## src/rtl/soc_bus_pkg.sv

```systemverilog
// rtl/soc_bus_pkg.sv - shared bus types and defaults for the two-master memory arbiter
package soc_bus_pkg;

    typedef enum logic [1:0] {
        ST_IDLE  = 2'd0,
        ST_BUSY0 = 2'd1,
        ST_BUSY1 = 2'd2
    } arb_state_t;

    localparam logic MST_M0 = 1'b0;
    localparam logic MST_M1 = 1'b1;

    localparam int unsigned DEFAULT_TIMEOUT   = 255;
    localparam logic [31:0] DEFAULT_ERR_RDATA = 32'hDEADBEEF;

endpackage

```

## src/rtl/mem_arbiter.sv

```systemverilog
// rtl/mem_arbiter.sv - round-robin arbiter of two valid/ready masters onto one memory slave,
// with a slave wait timeout that forces an error completion.
module mem_arbiter
    import soc_bus_pkg::*;
#(
    parameter int unsigned TIMEOUT   = DEFAULT_TIMEOUT,
    parameter logic [31:0] ERR_RDATA = DEFAULT_ERR_RDATA
) (
    input  logic        clk,
    input  logic        resetn,
    input  logic        m0_valid,
    input  logic        m0_instr,
    input  logic [31:0] m0_addr,
    input  logic [31:0] m0_wdata,
    input  logic [3:0]  m0_wstrb,
    output logic [31:0] m0_rdata,
    output logic        m0_ready,
    input  logic        m1_valid,
    input  logic        m1_instr,
    input  logic [31:0] m1_addr,
    input  logic [31:0] m1_wdata,
    input  logic [3:0]  m1_wstrb,
    output logic [31:0] m1_rdata,
    output logic        m1_ready,
    output logic        s_valid,
    output logic        s_instr,
    output logic [31:0] s_addr,
    output logic [31:0] s_wdata,
    output logic [3:0]  s_wstrb,
    input  logic [31:0] s_rdata,
    input  logic        s_ready,
    output logic [1:0]  grant,
    output logic        timeout_err
);

    localparam logic [15:0] TIMEOUT_CNT = 16'(TIMEOUT);

    arb_state_t  r_state;
    arb_state_t  w_next_state;
    logic [15:0] r_wait_cnt;
    logic        r_last;

    logic        w_busy;
    logic        w_owner_m1;
    logic        w_req_valid;
    logic        w_timeout;
    logic        w_ready;
    logic [31:0] w_rdata;

    assign w_busy      = (r_state != ST_IDLE);
    assign w_owner_m1  = (r_state == ST_BUSY1);
    assign w_req_valid = w_owner_m1 ? m1_valid : m0_valid;
    // s_ready on the timeout cycle takes precedence: the slave answered in time.
    assign w_timeout   = w_busy && w_req_valid && !s_ready && (r_wait_cnt == TIMEOUT_CNT);
    assign w_ready     = w_req_valid && (s_ready || w_timeout);
    assign w_rdata     = w_timeout ? ERR_RDATA : s_rdata;

    always_ff @(posedge clk) begin
        if (!resetn) begin
            r_state <= ST_IDLE;
        end else begin
            r_state <= w_next_state;
        end
    end

    always_comb begin
        w_next_state = r_state;
        case (r_state)
            ST_IDLE: begin
                if (m0_valid && m1_valid) begin
                    w_next_state = (r_last == MST_M1) ? ST_BUSY0 : ST_BUSY1;
                end else if (m0_valid) begin
                    w_next_state = ST_BUSY0;
                end else if (m1_valid) begin
                    w_next_state = ST_BUSY1;
                end
            end
            ST_BUSY0, ST_BUSY1: begin
                // A master dropping valid mid-transfer abandons it without a ready pulse.
                if (!w_req_valid || w_ready) begin
                    w_next_state = ST_IDLE;
                end
            end
            default: w_next_state = ST_IDLE;
        endcase
    end

    always_ff @(posedge clk) begin
        if (!resetn) begin
            r_wait_cnt <= 16'd0;
            r_last     <= MST_M1;
        end else begin
            if (!w_busy) begin
                r_wait_cnt <= 16'd0;
            end else if (!s_ready) begin
                r_wait_cnt <= r_wait_cnt + 16'd1;
            end
            if (w_busy && w_ready) begin
                r_last <= w_owner_m1;
            end
        end
    end

    always_comb begin
        s_valid     = 1'b0;
        s_instr     = 1'b0;
        s_addr      = 32'd0;
        s_wdata     = 32'd0;
        s_wstrb     = 4'd0;
        m0_ready    = 1'b0;
        m0_rdata    = 32'd0;
        m1_ready    = 1'b0;
        m1_rdata    = 32'd0;
        grant       = 2'b00;
        timeout_err = 1'b0;
        // Outputs are gated by resetn so an abort cycle never leaks a ready pulse.
        if (resetn && w_busy) begin
            s_valid     = w_req_valid && !w_timeout;
            s_instr     = w_owner_m1 ? m1_instr : m0_instr;
            s_addr      = w_owner_m1 ? m1_addr  : m0_addr;
            s_wdata     = w_owner_m1 ? m1_wdata : m0_wdata;
            s_wstrb     = w_owner_m1 ? m1_wstrb : m0_wstrb;
            timeout_err = w_timeout;
            if (w_owner_m1) begin
                grant    = 2'b10;
                m1_ready = w_ready;
                m1_rdata = w_rdata;
            end else begin
                grant    = 2'b01;
                m0_ready = w_ready;
                m0_rdata = w_rdata;
            end
        end
    end

endmodule

```

## config.mk

```make
export PLATFORM = sky130hd
export DESIGN_NAME = mem_arbiter
export DESIGN_NICKNAME = d
export VERILOG_FILES = /design/src/rtl/soc_bus_pkg.sv /design/src/rtl/mem_arbiter.sv
export SDC_FILE = /design/constraint.sdc
export NUM_CORES = 1
export LEC_CHECK = 0
export CAP_MARGIN = 20
export CORE_AREA = 2 2 122 124
export CTS_BUF_LIST = sky130_fd_sc_hd__clkbuf_2 sky130_fd_sc_hd__clkbuf_4 sky130_fd_sc_hd__clkbuf_8
export DETAILED_ROUTE_END_ITERATION = 10
export DIE_AREA = 0 0 124 126
export SLEW_MARGIN = 0
export SYNTH_ARGS = -nofsm -noshare
export SYNTH_HDL_FRONTEND = slang
export SYNTH_SLANG_ARGS = --single-unit
```

## constraint.sdc

```tcl
create_clock -name clk -period 4.3 [get_ports clk]
set_input_delay 0.86 -clock clk [delete_from_list [all_inputs] [get_ports clk]]
set_output_delay 0.86 -clock clk [all_outputs]
set_load 0.005 [all_outputs]
```

### Yosys cells after proc, flatten, opt, wreduce, memory -nomap -nowiden

Index checks and enable logic that the tools add are counted.

| storage, ports and cells | value |
|---|---|
| word-level logic and storage cells | 55 |
| bits in registers | 19 |
| output and inout port bits | 139 |
| input bits | 175 |

| operators by class | value |
|---|---|
| reductions and logical operators | 18 |
| multiplexer cells | 28 |
| add/sub/neg operators | 1 |
| equality and inequality tests | 5 |

Operators with widths:

| operator | count |
|---|---|
| 32-bit two-way mux | 9 |
| 16-bit by 1-bit adder with 16-bit output (second input constant) | 1 |
| 16-bit by 8-bit == test with 1-bit output (second input constant) | 1 |
| 2-bit two-way mux | 7 |
| 1-bit two-way mux | 9 |
| 1-bit logical AND | 8 |
| 4-bit two-way mux | 2 |
| 4-bit != test (second input constant) | 1 |
| 2-bit case mux with 2 select lines | 1 |
| 2-bit AND reduction | 2 |
| 1-bit zero test | 3 |
| 2-bit by 1-bit == test with 1-bit output (second input constant) | 1 |
| 2-bit == test (second input constant) | 1 |
| 2-bit zero test | 1 |
| 1-bit logical OR | 2 |
| 2-bit != test (second input constant) | 1 |
| 2-bit nonzero test | 1 |
| 2-bit OR reduction | 1 |

### Logic depth before layout (Yosys ltp)

| logic depth | value |
|---|---|
| word-level depth | 10 |
| depth in mapped cells | 8 |
| mapped depth without buffers | 6 |

### Least setup slack after synthesis

Ideal clock, no wire load.

| timing path | value |
|---|---|
| path kind | input to output |
| start | input port s_ready |
| end | output port m0_rdata[29] |
| data arrival time | 1.950 ns |
| stages on the path | 6 |
| data required time | 3.440 ns |
| slack | 1.490 ns |
| buffers on the path | 2 |
| cell sequence | buf_6 -> nand4b_4 -> and4b_1 -> nand2_1 -> buf_2 -> and3_1 |

| on the way | value |
|---|---|
| cells in the longest elaborated chain, start to end | 6 |

Ends and longest elaborated chain:

| what | RTL line | RTL |
|---|---|---|
| start: declaration | mem_arbiter.sv:31 | `input logic s_ready,` |
| 1-bit zero test | - |  |
| 1-bit logical AND (2 in series) | mem_arbiter.sv:54 | `assign w_timeout = w_busy && w_req_valid && !s_ready && (r_wait_cnt == TIMEOUT_CNT);` |
| 32-bit two-way mux | mem_arbiter.sv:56 | `assign w_rdata = w_timeout ? ERR_RDATA : s_rdata;` |
| 32-bit two-way mux | mem_arbiter.sv:124 | `if (w_owner_m1) begin` |
| 32-bit two-way mux | mem_arbiter.sv:117 | `if (resetn && w_busy) begin` |
| end: declaration | mem_arbiter.sv:16 | `output logic [31:0] m0_rdata,` |

No other way between the ends.

### Worst setup path in the final report

| timing path | value |
|---|---|
| start | input port m0_valid |
| end | output port m0_rdata[22] |

| on the way | value |
|---|---|
| cells in the longest elaborated chain, start to end | 7 |

Ends and longest elaborated chain:

| what | RTL line | RTL |
|---|---|---|
| start: declaration | mem_arbiter.sv:11 | `input logic m0_valid,` |
| 1-bit two-way mux | mem_arbiter.sv:52 | `assign w_req_valid = w_owner_m1 ? m1_valid : m0_valid;` |
| 1-bit logical AND (3 in series) | mem_arbiter.sv:54 |  |
| 32-bit two-way mux | mem_arbiter.sv:56 |  |
| 32-bit two-way mux | mem_arbiter.sv:124 |  |
| 32-bit two-way mux | mem_arbiter.sv:117 |  |

No other way between the ends.

==> flow_summary_export.csv <==
group,metric,value,unit
setup_path,cp.arrival,3.06,ns
global_routing,grt-ovfl-total,0,
layout,final_cell_mix,"clkdlybuf4s50_1 (313), nor2_1 (85), mux2i_1 (71)",
placed_design,dpl.cell_count,820,
die,core,14310,um2
drt,ant_nets,0,
cts,insertion_delay,0.26,ns
timing,rsz0062_at_grt,"false",
timing,slew_headroom,47.74,%
yosys,yosys_register_bits,19,
cts,hold_buffers,0,
cts,cts_tree,"done",
timing,period_share,91.16,%
die,die_x,124,um
timing,fmax,0.2551,GHz
min_path,hold_path_end,"r_last",
setup_path,cp_max_fo,17,
yosys,postSynthAreaPerCell,7.504,um2
layout,final_layout_size_suffix_gt1_share,3.281,%
die,dieArea,15620,um2
yosys,synth_top_area_cell,"mux2i_1",
global_routing,first_global_vias,3518,
timing,setup_viol,0,
global_routing,grt_antenna_before_repair,1,
drt,routedWlPerCell,16.58,um
timing,finalHoldViolations,0,
setup_path,crit_path_start,"m0_valid",
layout,final_common_cell,"clkdlybuf4s50_1",
power_and_ir_drop,finalPower,0.8984,mW
layout,area_growth,127.0,%
layout,final_cells,824,
die,pin_count,314,
timing,period_needed,3.920,ns
outcome,outcome,"finished, final reports clean",
min_path,hp-start,"r_last",
setup_path,worstSetupEndpointType,"output port",
yosys,synth_nets,529,
power_and_ir_drop,p_leak,2.156,nW
timing,finClkSkew,0.006102,ns
setup_path,path_class,"input port to output port",
global_routing,grt_start_max_net_pins,84,
cts,clock-root-buffer,"clkbuf_8",
cts,path_clk_slew,0.08,ns
drt,num_vias,3624,
cts,ctsLongestPathBuffers,2,
setup_path,rrSetupSlack,2.14,ns
layout,diodes,0,
yosys,synthTopCellsByArea,"mux2i_1 (27%), dfxtp_1 (14%), o21a_1 (14%)",
yosys,synth-seq-area-share,14.44,%
global_routing,grt_first_pass_wirelength,19790,um
yosys,synth_top_area_share,26.98,%
drt,drc,0,
drt,viasPerCell,4.398,
die,initial_utilization,18.40,%
power_and_ir_drop,peakVddDrop,95.75,uV
cts,post-cts-setup-buffers,0,
min_path,worst_hold_path_type,"register to register",
die,die_y,126,um
yosys,syn_inst,351,
yosys,yosysWarnings,0,
drt,drt-total-wl,13660,um
drt,drtIter0Drc,126,
timing,worstMarginPinSlew,0.7839,ns
layout,nets,819,
setup_path,start_kind,"input port",
power_and_ir_drop,power.density,150.3,nW/um2
cts,cts_resized,0,
timing,setup_tns,0,ns
run,maxCapViolCount,0,
drt,first_pass_iters,4,
yosys,post_synth_num_cell_types,36,
global_routing,grt_use_total,15.94,%
yosys,syn_area,2634,um2
placed_design,port-buffer-count,313,
setup_path,regToRegStartpoint,"r_state[0]",
timing,final_max_slew_viol_count,0,
placed_design,gp_congestion,0.8526,
setup_path,rr_endpoint,"r_last",
setup_path,worstPathRequired,3.44,ns
cts,cts.sinks,19,
setup_path,r2r_cells,6,
cts,cts_buffers,3,
die,rows,44,
placed_design,hpwl,10830,um
min_path,whs_path_depth,1,
cts,cts_max_level,1,
[cells in the mapped netlist]
cell	number
nand2b_1	2
dfxtp_1	19
nand4b_4	2
and4_4	1
nand3_4	1
o2111ai_1	2
o21a_1	48
buf_2	15
and2b_1	1
ha_1	3
mux2i_1	71
buf_1	5
buf_6	3
nor4_4	2
o2bb2ai_1	1
or4_1	1
and4b_1	2
o31ai_1	2
o21ai_0	6
nor4_1	1
xnor2_1	5
nand2_1	6
nand4_1	4
a21oi_1	4
and4_1	1
o211a_1	2
nor3_2	1
nor2_1	87
nor3_1	4
a211o_1	1
clkbuf_1	11
and3_1	18
or3_1	3
xor2_1	6
nand3_1	4
inv_1	6
[cells by family (layout without fill, tap and decap cells)]
| kind of cell | count (synthesis) | count (layout) | share of synthesized area (%) |
|---|---|---|---|
| buffers and inverters | 40 | 329 | 7.268 |
| multiplexers | 71 | 71 | 26.98 |
| AND/OR/NAND/NOR | 141 | 141 | 27.98 |
| AO/OA/AOI/OAI | 66 | 66 | 18.24 |
| XOR/XNOR | 11 | 11 | 3.658 |
| flip-flops | 19 | 19 | 14.44 |
| adder cells (fa/ha/maj) | 3 | 3 | 1.425 |
[routing by layer]
metal,track usage [%],wire length (um),vias to the layer above,share of wire [%]
li1,-,-,1810,-
met1,18.18,5375,1661,39
met2,29.61,6804,136,50
met3,4.257,1295,15,9.5
met4,2.842,172,2,1.3
met5,0,11,-,0.081
[final cells by class]
cell class,count,area [um2]
Fill cell,1414,8335
Timing Repair Buffer,319,3203
Multi-Input combinational cell,292,2093
Sequential cell,19,380.4
Tap cell,184,230.2
Clock buffer,4,48.80
Inverter,6,22.52
[through the flow]
| stage | utilization [%] | setup slack, ns | instance area [um2] | hold slack (ns) |
|---|---|---|---|---|
| 4_1_cts | 41.77 | 0.3913 | 5978 | 0.4672 |
| 6_report | 41.77 | 0.3801 | 5978 | 0.4643 |
| 2_1_floorplan | - | 1.490 | 2634 | 0.4299 |
| 3_5_place_dp | 41.42 | 0.4009 | 5929 | 0.4483 |
| 5_1_grt | 41.77 | 0.1777 | 5978 | 0.4987 |
| 3_3_place_gp | 41.42 | 0.5259 | 5929 | 0.4448 |
[sequential cells by signal, summed over array words and instances, names as in the netlist]
| register | count |
|---|---|
| r_state | 2 |
| r_wait_cnt | 16 |
| r_last | 1 |
[worst max path at each step]
stage / end / slack (ns) / cells after the start
4_1_cts: m0_rdata[22] / 0.39 / 6
5_1_grt: m0_rdata[17] / 0.18 / 7
3_3_place_gp: m1_rdata[4] / 0.53 / 6
2_1_floorplan: m0_rdata[29] / 1.49 / 6
3_5_place_dp: m0_rdata[22] / 0.40 / 6
6_report: m0_rdata[22] / 0.38 / 6
[report_power, final]
group	internal (mW)	switching, mW
registers	0.180	0.00332
clock network	0.0722	0.0624
logic	0.363	0.218
total	0.615	0.284
[worst max-delay path: stages]
cell	delay, ns
clkdlybuf4s50_1	0.47
mux2i_1	0.47
nor2_1	0.14
nand2_1	0.37
and3_1	0.23
clkdlybuf4s50_1	0.52
Note: power is estimated with default switching activity, not from simulation.
